$ cat config.mk
export PLATFORM = sky130hd
export DESIGN_NAME = uart_tx_arbiter_flat
export DESIGN_NICKNAME = d
export VERILOG_FILES = /design/src/rtl/uart_tx_arbiter_if.sv /design/src/rtl/uart_tx_arbiter.sv /design/src/flat_wrapper.sv
export SDC_FILE = /design/constraint.sdc
export NUM_CORES = 1
export LEC_CHECK = 0
export BUFFER_PORTS_ARGS = -buffer_cell sky130_fd_sc_hd__buf_2
export CORE_ASPECT_RATIO = 1.25
export CORE_MARGIN = 5
export CORE_UTILIZATION = 25
export CTS_BUF_LIST = sky130_fd_sc_hd__clkbuf_4 sky130_fd_sc_hd__clkbuf_8
export CTS_CLUSTER_DIAMETER = 150
export DETAILED_ROUTE_END_ITERATION = 16
export GPL_TIMING_DRIVEN = 0
export PLACE_DENSITY_LB_ADDON = 0.2
export SETUP_SLACK_MARGIN = 0.5
export SYNTH_ARGS = -nofsm -noshare
export SYNTH_HDL_FRONTEND = slang
export SYNTH_SLANG_ARGS = --single-unit
$ cat constraint.sdc
create_clock -name clk -period 2.4 [get_ports clk]
set_input_delay 0.48 -clock clk [delete_from_list [all_inputs] [get_ports clk]]
set_output_delay 0.48 -clock clk [all_outputs]
set_load 0.05 [all_outputs]
$ cat src/rtl/uart_tx_arbiter_if.sv
`default_nettype none
// ============================================================================
// Module   : uart_tx_arbiter_if
// Brief    : Requester, transmitter and status signals of the UART TX arbiter.
// Revision : 1.0 - initial release
// ============================================================================
interface uart_tx_arbiter_if #(
    parameter int NUM_REQ = 4,
    parameter int IDW     = 2
);
    logic [NUM_REQ-1:0]   req_valid;
    logic [8*NUM_REQ-1:0] req_data;
    logic [NUM_REQ-1:0]   req_last;
    logic [NUM_REQ-1:0]   req_ack;
    logic [NUM_REQ-1:0]   grant;
    logic [IDW-1:0]       active_id;
    logic [7:0]           tx_data;
    logic                 tx_start;
    logic                 uart_ready;
    logic                 tx_timeout;
    logic                 arb_busy;

    // Arbiter side
    modport slave (
        input  req_valid, req_data, req_last, uart_ready,
        output req_ack, grant, active_id, tx_data, tx_start, tx_timeout, arb_busy
    );

    // Requester / transmitter side
    modport master (
        output req_valid, req_data, req_last, uart_ready,
        input  req_ack, grant, active_id, tx_data, tx_start, tx_timeout, arb_busy
    );
endinterface
`default_nettype wire

$ cat src/rtl/uart_tx_arbiter.sv
`default_nettype none
// ============================================================================
// Module   : uart_tx_arbiter
// Brief    : Round-robin packet arbiter feeding one UART transmitter byte by
//            byte, with per-grant byte cap and busy-handshake timeout.
// Revision : 1.0 - initial release
// ============================================================================
module uart_tx_arbiter #(
    parameter int NUM_REQ   = 4,
    parameter int IDW       = 2,
    parameter int MAX_BYTES = 16,
    parameter int BUSY_TO   = 8
) (
    input  wire logic         clk,
    input  wire logic         rst,
    uart_tx_arbiter_if.slave  bus
);

    localparam int c_TMR_W = $clog2(BUSY_TO + 1);

    typedef enum logic [1:0] {
        S_IDLE      = 2'd0,
        S_SEND      = 2'd1,
        S_WAIT_BUSY = 2'd2,
        S_WAIT_DONE = 2'd3
    } state_t;

    state_t               state_q,      state_d;
    logic [IDW-1:0]       rr_ptr_q,     rr_ptr_d;
    logic [7:0]           byte_cnt_q,   byte_cnt_d;
    logic                 last_f_q,     last_f_d;
    logic [c_TMR_W-1:0]   timer_q,      timer_d;
    logic [NUM_REQ-1:0]   grant_q,      grant_d;
    logic [NUM_REQ-1:0]   req_ack_q,    req_ack_d;
    logic [IDW-1:0]       active_id_q,  active_id_d;
    logic [7:0]           tx_data_q,    tx_data_d;
    logic                 tx_start_q,   tx_start_d;
    logic                 tx_timeout_q, tx_timeout_d;
    logic                 arb_busy_q,   arb_busy_d;

    logic                 w_win_found;
    logic [IDW-1:0]       w_win_id;
    logic [IDW:0]         w_sum;
    logic                 w_own_valid;
    logic [7:0]           w_own_data;
    logic                 w_own_last;
    logic [IDW-1:0]       w_next_ptr;

    // Rotating priority search starting at rr_ptr, wrapping at NUM_REQ
    always_comb begin
        w_win_found = 1'b0;
        w_win_id    = '0;
        w_sum       = '0;
        for (int i = 0; i < NUM_REQ; i++) begin
            w_sum = {1'b0, rr_ptr_q} + (IDW+1)'(i);
            if (w_sum >= (IDW+1)'(NUM_REQ)) begin
                w_sum = w_sum - (IDW+1)'(NUM_REQ);
            end
            if (!w_win_found && bus.req_valid[w_sum[IDW-1:0]]) begin
                w_win_found = 1'b1;
                w_win_id    = w_sum[IDW-1:0];
            end
        end
    end

    always_comb begin
        w_own_valid = 1'b0;
        w_own_data  = 8'h00;
        w_own_last  = 1'b0;
        for (int i = 0; i < NUM_REQ; i++) begin
            if (active_id_q == IDW'(i)) begin
                w_own_valid = bus.req_valid[i];
                w_own_data  = bus.req_data[8*i +: 8];
                w_own_last  = bus.req_last[i];
            end
        end
    end

    assign w_next_ptr = (active_id_q == IDW'(NUM_REQ - 1)) ? '0 : active_id_q + IDW'(1);

    always_comb begin
        state_d      = state_q;
        rr_ptr_d     = rr_ptr_q;
        byte_cnt_d   = byte_cnt_q;
        last_f_d     = last_f_q;
        timer_d      = timer_q;
        grant_d      = grant_q;
        active_id_d  = active_id_q;
        tx_data_d    = tx_data_q;
        req_ack_d    = '0;
        tx_start_d   = 1'b0;
        tx_timeout_d = 1'b0;

        case (state_q)
            S_IDLE: begin
                if (w_win_found) begin
                    grant_d     = NUM_REQ'(1) << w_win_id;
                    active_id_d = w_win_id;
                    state_d     = S_SEND;
                end
            end
            S_SEND: begin
                if (!w_own_valid) begin
                    grant_d    = '0;
                    rr_ptr_d   = w_next_ptr;
                    byte_cnt_d = 8'd0;
                    last_f_d   = 1'b0;
                    state_d    = S_IDLE;
                end else if (bus.uart_ready) begin
                    tx_data_d  = w_own_data;
                    tx_start_d = 1'b1;
                    req_ack_d  = grant_q;
                    byte_cnt_d = byte_cnt_q + 8'd1;
                    // The cap turns the MAX_BYTES-th byte into a forced last
                    last_f_d   = w_own_last | (byte_cnt_q == 8'(MAX_BYTES - 1));
                    timer_d    = '0;
                    state_d    = S_WAIT_BUSY;
                end
            end
            S_WAIT_BUSY: begin
                if (!bus.uart_ready) begin
                    state_d = S_WAIT_DONE;
                end else if (timer_q == c_TMR_W'(BUSY_TO - 1)) begin
                    tx_timeout_d = 1'b1;
                    state_d      = S_WAIT_DONE;
                end else begin
                    timer_d = timer_q + c_TMR_W'(1);
                end
            end
            S_WAIT_DONE: begin
                if (bus.uart_ready) begin
                    if (last_f_q) begin
                        grant_d    = '0;
                        rr_ptr_d   = w_next_ptr;
                        byte_cnt_d = 8'd0;
                        last_f_d   = 1'b0;
                        state_d    = S_IDLE;
                    end else begin
                        state_d = S_SEND;
                    end
                end
            end
            default: state_d = S_IDLE;
        endcase

        arb_busy_d = (state_d != S_IDLE);
    end

    always_ff @(posedge clk or posedge rst) begin
        if (rst) begin
            state_q      <= S_IDLE;
            rr_ptr_q     <= '0;
            byte_cnt_q   <= 8'd0;
            last_f_q     <= 1'b0;
            timer_q      <= '0;
            grant_q      <= '0;
            req_ack_q    <= '0;
            active_id_q  <= '0;
            tx_data_q    <= 8'h00;
            tx_start_q   <= 1'b0;
            tx_timeout_q <= 1'b0;
            arb_busy_q   <= 1'b0;
        end else begin
            state_q      <= state_d;
            rr_ptr_q     <= rr_ptr_d;
            byte_cnt_q   <= byte_cnt_d;
            last_f_q     <= last_f_d;
            timer_q      <= timer_d;
            grant_q      <= grant_d;
            req_ack_q    <= req_ack_d;
            active_id_q  <= active_id_d;
            tx_data_q    <= tx_data_d;
            tx_start_q   <= tx_start_d;
            tx_timeout_q <= tx_timeout_d;
            arb_busy_q   <= arb_busy_d;
        end
    end

    assign bus.grant      = grant_q;
    assign bus.req_ack    = req_ack_q;
    assign bus.active_id  = active_id_q;
    assign bus.tx_data    = tx_data_q;
    assign bus.tx_start   = tx_start_q;
    assign bus.tx_timeout = tx_timeout_q;
    assign bus.arb_busy   = arb_busy_q;

endmodule
`default_nettype wire

$ cat src/flat_wrapper.sv
// flat-port wrapper written by rule: the top's interface ports become plain ports
module uart_tx_arbiter_flat 
#(
    parameter int NUM_REQ   = 4,
    parameter int IDW       = 2,
    parameter int MAX_BYTES = 16,
    parameter int BUSY_TO   = 8
)
  (clk, rst, bus_req_valid, bus_req_data, bus_req_last, bus_uart_ready, bus_req_ack, bus_grant, bus_active_id, bus_tx_data, bus_tx_start, bus_tx_timeout, bus_arb_busy);
  uart_tx_arbiter_if #(.NUM_REQ(NUM_REQ), .IDW(IDW)) bus_i ();
  input  wire logic clk;
  input  wire logic rst;
  input wire logic [$bits(bus_i.req_valid)-1:0] bus_req_valid;
  input wire logic [$bits(bus_i.req_data)-1:0] bus_req_data;
  input wire logic [$bits(bus_i.req_last)-1:0] bus_req_last;
  input wire logic [$bits(bus_i.uart_ready)-1:0] bus_uart_ready;
  output wire logic [$bits(bus_i.req_ack)-1:0] bus_req_ack;
  output wire logic [$bits(bus_i.grant)-1:0] bus_grant;
  output wire logic [$bits(bus_i.active_id)-1:0] bus_active_id;
  output wire logic [$bits(bus_i.tx_data)-1:0] bus_tx_data;
  output wire logic [$bits(bus_i.tx_start)-1:0] bus_tx_start;
  output wire logic [$bits(bus_i.tx_timeout)-1:0] bus_tx_timeout;
  output wire logic [$bits(bus_i.arb_busy)-1:0] bus_arb_busy;
  assign bus_i.req_valid = bus_req_valid;
  assign bus_i.req_data = bus_req_data;
  assign bus_i.req_last = bus_req_last;
  assign bus_i.uart_ready = bus_uart_ready;
  assign bus_req_ack = bus_i.req_ack;
  assign bus_grant = bus_i.grant;
  assign bus_active_id = bus_i.active_id;
  assign bus_tx_data = bus_i.tx_data;
  assign bus_tx_start = bus_i.tx_start;
  assign bus_tx_timeout = bus_i.tx_timeout;
  assign bus_arb_busy = bus_i.arb_busy;
  uart_tx_arbiter #(.NUM_REQ(NUM_REQ), .IDW(IDW), .MAX_BYTES(MAX_BYTES), .BUSY_TO(BUSY_TO)) u_core (.clk(clk), .rst(rst), .bus(bus_i));
endmodule
* Word-level counts from Yosys, hierarchy flattened
Index checks and enable logic that the tools add are counted.
** Storage, ports and cells
- Flip-flop bits (word level) :: 38
- Bits of input ports :: 43
- Output and inout bits :: 21
- Logic and storage cells :: 141
** Operators by class
- $add $sub $neg :: 10
- Magnitude comparators :: 8
- Equal/unequal tests :: 17
- Shift operators :: 1
- Multiplexer cells :: 73
- Bitwise logic cells :: 1
- Reductions and logical operators :: 19
** Operators with widths (number)
- $mux 8 :: 8
- $mux 4 :: 11
- $mux 2 :: 18
- $mux 1 :: 26
- $pmux 8 s2 :: 1
- $lt 2x3->1 const B :: 4
- $pmux 4 s3 :: 1
- $ne 2x2->1 const B :: 5
- $reduce_and 5->1 :: 2
- $ge 3x3->1 const B :: 3
- $add 8x1->8 const B :: 1
- $bmux 1 s2 :: 4
- $eq 2x2->1 const B :: 4
- $eq 8x4->1 const B :: 1
- $pmux 2 s4 :: 1
- $pmux 4 s2 :: 1
- $reduce_and 4->1 :: 2
- $sub 2x1->2 const B :: 4
- $add 2x2->3 const B :: 2
- $ne 2x1->1 const B :: 3
- $reduce_and 3->1 :: 2
- $reduce_bool 2->1 :: 3
- $add 4x1->4 const B :: 1
- $eq 2x1->1 const B :: 2
- other kinds (14) :: 19

* Depth between registers and ports, before layout
Gate-level depths: netlist (run 1).
- Depth after elaboration :: 17
- Mapped depth :: 9
- Gate-level depth less buffers :: 7

* Least setup slack after synthesis (run 1)
OpenSTA, ideal clock, no wires.
- Kind :: flip-flop to flip-flop
- Start point :: register u_core.active_id_q[1], in the netlist u_core.bus.active_id[1]
- End point :: register u_core.tx_data_q[0], in the netlist u_core.bus.tx_data[0]
- Library setup time :: 0.125 ns
- Arrival time :: 2.223 ns
- Required time :: 2.275 ns
- Slack :: 0.052 ns
- Cell stages (with the launch flop) :: 9
- Path buffers :: 1
- Period minus slack after synthesis :: 2.348 ns
- Path through :: dfrtp_1 -> inv_1 -> ha_1 -> nand3b_1 -> a211o_1 -> nand2b_4 -> nor2_8 -> buf_12 -> mux2_4
** Between the ends
- Longest elaborated chain between the ends :: 6
- Elaborated cells between the ends (all ways) :: 13
- Those cells by class :: 3 x eq/ne; 8 x mux; 2 x reduce/logical
** Ends and longest elaborated chain
- start, declared :: RTL line uart_tx_arbiter.sv:35 : logic [IDW-1:0] active_id_q, active_id_d;
- start signal, assigned :: RTL line uart_tx_arbiter.sv:171 : active_id_q <= active_id_d;
- $logic_not 2->1 :: RTL line uart_tx_arbiter.sv:71 : if (active_id_q == IDW'(i)) begin
- $mux 1 (4 in series) :: RTL line uart_tx_arbiter.sv:71
- $reduce_and 3->1 (no line)
- end signal, assigned :: RTL line uart_tx_arbiter.sv:172 : tx_data_q <= tx_data_d;
- end, declared :: RTL line uart_tx_arbiter.sv:36 : logic [7:0] tx_data_q, tx_data_d;
Several ways; a longest one is shown, not always the timed one.
A chain may end at the register's enable or synchronous reset.

* Final worst setup path (run 1)
- Start point :: register u_core.active_id_q[0], in the netlist u_core.bus.active_id[0]
- End point :: register u_core.tx_data_q[2], in the netlist u_core.bus.tx_data[2]
The elaborated chain is that of the path after synthesis.

==> impl_metrics.csv, run 1 <==
group,metric,value,unit
global_route,grt_usage,0.114,
cts,cts_buffers,5,
placed_design,placed_cell_area,2720,sq um
drt,dr.pass1.iters,4,
drt,routed_wl,6.09,mm
timing,period_needed,2030,ps
timing,fin_skew,10.1,ps
setup_path,cp_cell_sequence,"ha_4, nand3b_1, a211o_1, nand2b_4, nor2_8, buf_12, mux2_4",
drt,drt_iter0_markers,74,
cts,cts.sinks,38,
drt,vias_per_cell,4.65,
synthesis,ys_seq_area_frac,0.424,
drt,vias,1978,
cts,cts_root_buf,"clkbuf_8",
cts,holdBufCountCts,0,
timing,finalSetupViolCount,0,
drt,post-route-drc-count,0,
placed_design,dp_hpwl,4.41,mm
cts,clock_latency,300,ps
cts,cts_tree,"yes",
final_layout,final_util,0.358,
final_layout,final_cell_mix,"65 x buf_2, 36 x dfrtp_1, 23 x nand2_1, 13 x nor2b_1, 10 x buf_4",
placed_design,routabilityCongestion,0.779,
cts,h-tree-depth,2,
floorplan,rows,38,
timing,tightest_slew,825,ps
global_route,grt_pass1_wl,9.83,mm
synthesis,synth_seq_cells,38,
setup_path,start_kind,"register",
global_route,grt_util_met2,0.191,
synthesis,syn_inst,223,
cts,clk_pin_slew,80,ps
pwr,p_comb_frac,0.623,
global_route,grt_use_met3,0.0260,
global_route,grt_pass1_vias,2020,
timing,post-route-period-util,0.847,
synthesis,synth_warnings,0,
final_layout,final_area,3130,sq um
pwr,clkPwrFrac,0.150,
drt,post_drt_wl_per_cell,14.3,um
global_route,grt_remaining_overflow,0,
synthesis,synth_top_area_share,0.424,
setup_path,crit_fanout,6,
floorplan,die_w,94.8,um
setup_path,cpMaxStageDelayCell,"dfrtp_2",
floorplan,core,8750,sq um
worst_hold_path,hold_path_class,"input pin to async pin",
global_route,grt_use_met1,0.140,
timing,fmax,492,MHz
final_layout,diodes,0,
timing,rsz0062_at_grt,"yes",
setup_path,cp_data_required_time,2590,ps
floorplan,die_y,116,um
timing,slew_violations,0,
timing,worst_slew_margin_rel,0.450,
global_route,antenna_found_initial,0,
synthesis,synth.avg_cell_area,10.1,sq um
synthesis,synth_edf_count,0,
timing,hold_viol_final,0,
setup_path,arrival,2220,ps
final_layout,syn_to_final_growth,39.4,%
drt,ant_nets,0,
synthesis,synthArstFlopShare,1.00,
cts,clock_path_buffers,2,
floorplan,initial_core_util,0.257,
pwr,p_int,2.50,mW
run_status,outcome,"complete, no violations",
pwr,swShare,0.443,
final_layout,layout_commonest_cell,"buf_2",
synthesis,ys.flop_type,"dfrtp_1",
run,drv_cap,0,
synthesis,synthesis.area,2240,sq um
global_route,busiest_layer,"met2",
final_layout,nets,353,
setup_path,crit_path_end_kind,"register",
pwr,vdd_drop_max,0.371,mV
setup_path,critPathKind,"register to register",
synthesis,netlist.top_cell.by_area,"dfrtp_1",
setup_path,cpPeakStageDelay,480,ps
floorplan,io_pins,64,
floorplan,die_area,11000,sq um
pwr,p_per_area,1440,nW/um^2
synthesis,mappedNetlistNets,272,
global_route,grt_start_max_net_pins,39,
synthesis,synthDistinctLibCells,49,
timing,finalSetupTns,0,ps
pwr,p_sw,1.99,mW
synthesis,synth_area_leaders,"dfrtp_1 42%, a221oi_1 4.3%, nand2_1 3.8%",
pwr,p_leak,1.50,nW
pwr,p_seq_frac,0.226,
placed_design,io_buffers,63,
final_layout,drive_gt1_frac,0.452,
## Yosys cell counts, types with 2 or more instances
| cell | count |
|---|---|
| a211o_1 | 4 |
| a21o_1 | 4 |
| a21oi_1 | 8 |
| a221oi_1 | 11 |
| a22o_1 | 4 |
| a31oi_1 | 2 |
| and2_2 | 4 |
| and3_1 | 7 |
| buf_2 | 4 |
| buf_6 | 2 |
| clkbuf_1 | 3 |
| dfrtp_1 | 38 |
| ha_1 | 6 |
| inv_1 | 12 |
| mux2_2 | 5 |
| mux2_4 | 4 |
| nand2_1 | 23 |
| nand2b_1 | 2 |
| nand3_1 | 3 |
| nand4_1 | 2 |
| nor2_1 | 4 |
| nor2b_1 | 13 |
| nor3_1 | 2 |
| nor4_1 | 5 |
| o21ai_0 | 16 |
| o2bb2ai_1 | 2 |
| o31ai_1 | 8 |
| or3_1 | 4 |
## through the flow
step / hold slack, ps / cells / worst slack (ps) / total power, mW
6_report: 332 / 425 / 367 / 4.49
5_1_grt: 411 / 425 / 277 / 4.81
4_1_cts: 376 / 423 / 362 / 4.39
3_5_place_dp: 480 / 406 / 136 / 3.31
3_3_place_gp: 472 / 406 / 144 / 3.30
2_1_floorplan: 451 / 223 / 217 / 2.77
## power groups by stage
stage / clock network (mW) / registers (mW) / logic (mW)
final: 0.675 / 1.02 / 2.80
after CTS: 0.706 / 1.02 / 2.67
after floorplan: 0 / 1.42 / 1.35
after detailed placement: 0 / 1.02 / 2.29
after global routing: 0.732 / 1.05 / 3.03
after global placement: 0 / 1.01 / 2.29
## worst max-delay path, delay by kind of cell, from the launching register on
family	cells	cell delay (ps)
simple gates	3	500
flops	1	480
compound gates	1	310
mux	1	290
fa+ha+maj	1	200
buf+inv	1	140
## flip-flops by register name (all words and copies together) (netlist names)
signal,flops
u_core.rr_ptr_q,2
u_core.state_q,2
u_core.bus.tx_timeout,1
u_core.timer_q,4
u_core.last_f_q,1
u_core.bus.req_ack,4
u_core.bus.tx_data,8
u_core.bus.arb_busy,1
u_core.bus.tx_start,1
u_core.byte_cnt_q,8
u_core.bus.grant,4
u_core.bus.active_id,2
## final timing paths
check                                                 endpoint                                 from  cells after the start  slack [ps]
min                            u_core.bus.grant[2]$_DFFE_PP0P_                                  rst                      2         330
max in group asynchronous  u_core.bus.active_id[1]$_DFFE_PP0P_                                  rst                      2        1500
max                          u_core.bus.tx_data[2]$_DFFE_PP0P_  u_core.bus.active_id[0]$_DFFE_PP0P_                      7         370
max reg2reg                  u_core.bus.tx_data[2]$_DFFE_PP0P_  u_core.bus.active_id[0]$_DFFE_PP0P_                      7         370
min in group clk                 u_core.timer_q[3]$_DFFE_PP0P_        u_core.timer_q[3]$_DFFE_PP0P_                      1         490
min reg2reg                      u_core.timer_q[3]$_DFFE_PP0P_        u_core.timer_q[3]$_DFFE_PP0P_                      1         490
## cell families (layout without fill, tap and decap cells)
logic type / Yosys count / count (layout) / share of synthesized area
AND/OR/NAND/NOR: 76 / 76 / 0.194
AO/OA/AOI/OAI: 71 / 71 / 0.240
flip-flops: 38 / 38 / 0.424
buffers and inverters: 22 / 104 / 0.0530
multiplexers: 10 / 10 / 0.0563
adder cells (fa/ha/maj): 6 / 6 / 0.0334
## layer usage
layer	vias up	share of wire	wire length [um]
met5	-	0	0
met3	7	0.053	322
met1	936	0.45	2720
li1	987	-	-
met2	48	0.48	2920
met4	0	0.021	129
## final cells by class
type                       instances  area (sq um)
multi-input combinational        163          1330
inverter                          12          45.0
buffer                            10          97.6
clock buffer                       6          82.6
sequential                        38           953
clock inverter                     2          60.1
tap                              120           150
timing repair buffer              74           414
fill                             948          5620
## timing repair
item | 4_1_cts | 5_1_grt
setup buffers | 9 | 2
setup endpoints to repair | 32 | 34
pin swaps | 4 | 3
resized for setup | 24 | 22
No activity file was read; power rests on OpenSTA's default activity.
==> run 2: changes to the inputs <==
- clock period: 2.4 -> 1.9 ns (I/O delays scaled with it)
==> impl_metrics.csv, run 2 (synthesized netlist as in run 1, its figures left out) <==
group,metric,value,unit
run_status,outcome,"finished, violations left",
run_status,failed_checks,"negative setup slack",
drt,post-route-drc-count,0,
cts,h-tree-depth,2,
floorplan,rows,38,
setup_path,cp_num_cells,8,
global_route,grt_usage,0.109,
timing,fmax,490,MHz
setup_path,cp_cell_sequence,"inv_4, ha_4, nand3b_1, a211o_1, nand2b_4, nor2_8, buf_12, mux2_4",
cts,holdBufCountCts,0,
timing,setup_ws,-140,ps
timing,worst_slew_margin_rel,0.446,
timing,finalSetupViolCount,25,
final_layout,nets,357,
setup_path,critPathKind,"register to register",
final_layout,syn_to_final_growth,40.6,%
setup_path,crit_fanout,7,
setup_path,arrival,2220,ps
pwr,total_power,5.65,mW
floorplan,initial_core_util,0.257,
floorplan,io_pins,64,
setup_path,reg2reg_to,"u_core.bus.tx_data[1]$_DFFE_PP0P_",
drt,vias,2028,
pwr,p_leak,1.52,nW
placed_design,routabilityCongestion,0.787,
global_route,grt_pass1_vias,1897,
floorplan,die_w,94.8,um
floorplan,die_area,11000,sq um
timing,fin_skew,4.23,ps
timing,period_needed,2040,ps
cts,cts.sinks,38,
run,drv_cap,0,
drt,drt_iter0_markers,55,
drt,post_drt_wl_per_cell,14.2,um
global_route,antenna_found_initial,0,
final_layout,final_util,0.361,
final_layout,layout_commonest_cell,"buf_2",
placed_design,dp_hpwl,4.37,mm
cts,cts_root_buf,"clkbuf_8",
timing,post-route-period-util,1.07,
setup_path,r2r_start,"u_core.bus.active_id[1]$_DFFE_PP0P_",
cts,clk_pin_slew,80,ps
setup_path,crit_path_end_kind,"register",
setup_path,endpoint,"u_core.bus.tx_data[1]$_DFFE_PP0P_",
floorplan,die_y,116,um
global_route,grt_remaining_overflow,0,
setup_path,cpPeakStageDelay,440,ps
timing,slew_violations,0,
floorplan,core,8750,sq um
setup_path,cp_data_required_time,2080,ps
setup_path,r2r_setup_slack,-140,ps
worst_hold_path,hold_path_class,"input pin to async pin",
cts,cts_buffers,5,
cts,cts_tree,"yes",
drt,vias_per_cell,4.73,
cts,clock_path_buffers,2,
setup_path,cpMaxStageDelayCell,"dfrtp_2",
setup_path,critPathLaunch,"u_core.bus.active_id[1]$_DFFE_PP0P_",
setup_path,worst-path-buf-inv,2,
timing,tightest_slew,829,ps
setup_path,path_delay_family,"simple AND/OR/NAND/NOR gates",
setup_path,start_kind,"register",
placed_design,io_buffers,63,
cts,clock_latency,290,ps
drt,routed_wl,6.09,mm
drt,ant_nets,0,
global_route,grt_start_max_net_pins,39,
timing,hold_viol_final,0,
global_route,grt_pass1_wl,9.36,mm
drt,dr.pass1.iters,4,
setup_path,r2r_cells,8,
pwr,p_per_area,1790,nW/um^2
placed_design,dp_slack,-357,ps
final_layout,drive_gt1_frac,0.476,
pwr,vdd_drop_max,0.424,mV
final_layout,final_cell_mix,"62 x buf_2, 36 x dfrtp_1, 22 x nand2_1, 15 x buf_4, 13 x nor2b_1",
final_layout,diodes,0,
timing,rsz0062_at_grt,"yes",
-- run 2: cell type report --
| cell class | count | area [sq um] |
|---|---|---|
| Clock inverter | 3 | 40.0 |
| Sequential cell | 38 | 953 |
| Tap cell | 120 | 150 |
| Multi-Input combinational cell | 163 | 1340 |
| Inverter | 12 | 47.5 |
| Clock buffer | 5 | 68.8 |
| Timing Repair Buffer | 78 | 463 |
| Buffer | 10 | 93.8 |
| Fill cell | 924 | 5590 |
-- run 2: stage by stage --
| step | hold WS, ps | setup TNS [ps] | cell area [sq um] | std cells |
|---|---|---|---|---|
| 2_1_floorplan | 451 | -2720 | 2260 | 223 |
| 3_3_place_gp | 473 | -4180 | 2720 | 406 |
| 3_5_place_dp | 476 | -4030 | 2720 | 406 |
| 4_1_cts | 274 | -1950 | 2970 | 422 |
| 5_1_grt | 325 | -5110 | 3160 | 429 |
| 6_report | 246 | -1730 | 3160 | 429 |
-- run 2: routing by layer --
metal,up-vias,track usage,part of all wire
met1,979,0.132,0.43
li1,994,-,-
met2,48,0.187,0.50
met5,-,0,0
met3,7,0.0247,0.058
met4,0,0.0462,0.018
-- run 2: worst min path at each step --
stage	slack [ps]	from	endpoint
finish	250	rst	u_core.bus.grant[0]$_DFFE_PP0P_
global route	330	rst	u_core.bus.grant[0]$_DFFE_PP0P_
CTS	270	rst	u_core.bus.grant[0]$_DFFE_PP0P_
detailed placement	480	u_core.timer_q[3]$_DFFE_PP0P_	u_core.timer_q[3]$_DFFE_PP0P_
global placement	470	u_core.timer_q[3]$_DFFE_PP0P_	u_core.timer_q[3]$_DFFE_PP0P_
floorplan	450	u_core.timer_q[3]$_DFFE_PP0P_	u_core.timer_q[3]$_DFFE_PP0P_
-- run 2: repair_timing --
action,4_1_cts,5_1_grt
hold endpoints to repair,0,0
setup endpoints to repair,37,39
pin swaps,4,4
gates resized for setup,25,40
setup buffers,8,6
gates cloned,0,1
-- run 2: power by group --
group	switching, mW	internal, mW	leakage, nW	total (mW)
logic	2.06	1.63	0.969	3.69
registers	0.201	1.08	0.494	1.28
clock network	0.290	0.386	0.0579	0.676
==> run 3: changes to the inputs <==
- CORE_UTILIZATION: 25 -> 40
==> impl_metrics.csv, run 3 (synthesized netlist as in run 1, its figures left out) <==
group,metric,value,unit
setup_path,cp_data_required_time,2080,ps
timing,hold_viol_final,0,
timing,finalSetupViolCount,18,
global_route,grt_usage,0.154,
cts,cts_root_buf,"clkbuf_8",
pwr,p_per_area,1750,nW/um^2
pwr,p_comb_frac,0.649,
final_layout,final_util,0.542,
cts,h-tree-depth,2,
pwr,swShare,0.465,
global_route,antenna_found_initial,0,
timing,fin_hold_ws,240,ps
drt,routed_wl,5.44,mm
setup_path,start_kind,"register",
final_layout,diodes,0,
cts,clk_pin_slew,70,ps
setup_path,crit_path_end_kind,"register",
cts,holdBufCountCts,0,
drt,vias_per_cell,5.40,
timing,tightest_slew,807,ps
timing,period_needed,2040,ps
global_route,grt_pass1_vias,1974,
cts,clock_path_buffers,2,
setup_path,arrival,2220,ps
floorplan,die_area,7220,sq um
run_status,outcome,"finished, violations left",
final_layout,nets,352,
global_route,grt_pass1_wl,9.20,mm
final_layout,drive_gt1_frac,0.438,
pwr,p_int,2.77,mW
run_status,failed_checks,"negative setup slack",
drt,dr.pass1.iters,4,
floorplan,initial_core_util,0.412,
floorplan,core,5440,sq um
drt,met2_length,2.63,mm
timing,slew_violations,0,
pwr,p_seq_frac,0.245,
final_layout,fill_cells,503,
cts,cts_buffers,5,
placed_design,dp_slack,-338,ps
drt,vias,1989,
floorplan,die_y,93.8,um
drt,wirelength_met1,2.40,mm
cts,clock_latency,290,ps
drt,wl_met3,339,um
pwr,clkPwrFrac,0.106,
worst_hold_path,hold_path_class,"input pin to async pin",
pwr,vdd_drop_max,0.976,mV
drt,post-route-drc-count,0,
cts,cts_tree,"yes",
drt,post_drt_wl_per_cell,14.8,um
placed_design,routabilityCongestion,0.791,
final_layout,layout_commonest_cell,"buf_2",
setup_path,crit_fanout,6,
timing,worst_slew_margin_rel,0.461,
placed_design,io_buffers,63,
pwr,p_leak,1.46,nW
placed_design,dp_hpwl,3.86,mm
floorplan,rows,30,
global_route,grt_remaining_overflow,0,
final_layout,syn_to_final_growth,31.5,%
global_route,grt_start_max_net_pins,39,
drt,top_layer,"met4",
timing,fmax,490,MHz
setup_path,critPathKind,"register to register",
drt,ant_nets,0,
floorplan,io_pins,64,
floorplan,die_w,77,um
timing,setup_ws,-139,ps
final_layout,final_cell_mix,"63 x buf_2, 36 x dfrtp_1, 23 x nand2_1, 13 x nor2b_1, 11 x o21ai_0",
timing,rsz0062_at_grt,"yes",
drt,drt_iter0_markers,82,
run,drv_cap,0,
cts,cts.sinks,38,
timing,post-route-period-util,1.07,
pwr,p_sw,2.41,mW
timing,fin_skew,9.09,ps
==> run 3: cell types whose count changed in the layout (fill, tap and decap cells not counted), moves of 2 or more <==
| cell | delta |
|---|---|
| buf_4 | -6 |
| mux2_2 | +3 |
| mux2_4 | -3 |
| o21ai_0 | +3 |
| a221oi_1 | +2 |
| a221oi_2 | -2 |
| ha_4 | -2 |
| o21ai_2 | -2 |
| o2bb2ai_1 | +2 |
| o2bb2ai_2 | -2 |
==> run 3: per-layer routing <==
metal / global-route usage / vias to the layer above
met3: 0.0384 / 8
met4: 0.0473 / 0
met1: 0.193 / 946
met5: 0 / -
met2: 0.262 / 49
li1: - / 986
==> run 3: worst paths after layout <==
path | from | endpoint | slack [ps] | cells past startpoint
max | u_core.bus.active_id[0]$_DFFE_PP0P_ | u_core.bus.tx_data[2]$_DFFE_PP0P_ | -140 | 7
min | rst | u_core.rr_ptr_q[1]$_DFFE_PP0P_ | 240 | 2
max reg2reg | u_core.bus.active_id[0]$_DFFE_PP0P_ | u_core.bus.tx_data[2]$_DFFE_PP0P_ | -140 | 7
min reg2reg | u_core.timer_q[3]$_DFFE_PP0P_ | u_core.timer_q[3]$_DFFE_PP0P_ | 480 | 1
max in group asynchronous | rst | u_core.bus.active_id[0]$_DFFE_PP0P_ | 1110 | 2
min in group clk | bus_uart_ready | u_core.timer_q[3]$_DFFE_PP0P_ | 380 | 2
==> run 3: per-stage QoR <==
stage	setup TNS [ps]	power, mW	instance area (sq um)	instances
final	-1250	5.18	2950	368
after global routing	-3770	5.54	2950	368
after CTS	-1350	5.04	2880	366
after detailed placement	-3600	4.13	2650	350
after global placement	-3320	4.10	2650	350
after floorplan	-2720	3.50	2260	223
==> run 3: area by class of cell <==
type                       count  area (sq um)  share of cell area
clock inverter                 2          10.0             0.00339
buffer                        10          97.6              0.0331
tap                           64          80.1              0.0271
multi-input combinational    163          1270               0.431
inverter                      12          45.0              0.0153
timing repair buffer          73           418               0.142
clock buffer                   6          76.3              0.0259
sequential                    38           953               0.323
==> run 3: power groups by stage <==
stage | clock network, mW | logic, mW | registers, mW
global route | 0.600 | 3.63 | 1.31
finish | 0.551 | 3.36 | 1.27
CTS | 0.573 | 3.21 | 1.26
global placement | 0 | 2.83 | 1.27
detailed placement | 0 | 2.84 | 1.28
floorplan | 0 | 1.71 | 1.80
==> run 3: repair_timing <==
| action | 4_1_cts | 5_1_grt |
|---|---|---|
| setup endpoints to repair | 36 | 38 |
| resized for setup | 24 | 19 |
| pin swaps | 5 | 2 |
| buffers inserted | 8 | 2 |
==> run 3: critical path: stages, from the launching register on <==
cell and delay (ps):
dfrtp_2 450, ha_2 250, nor2b_1 150, a211o_1 310, nand2b_4 180, nor2_8 150
buf_12 140, mux2_4 290
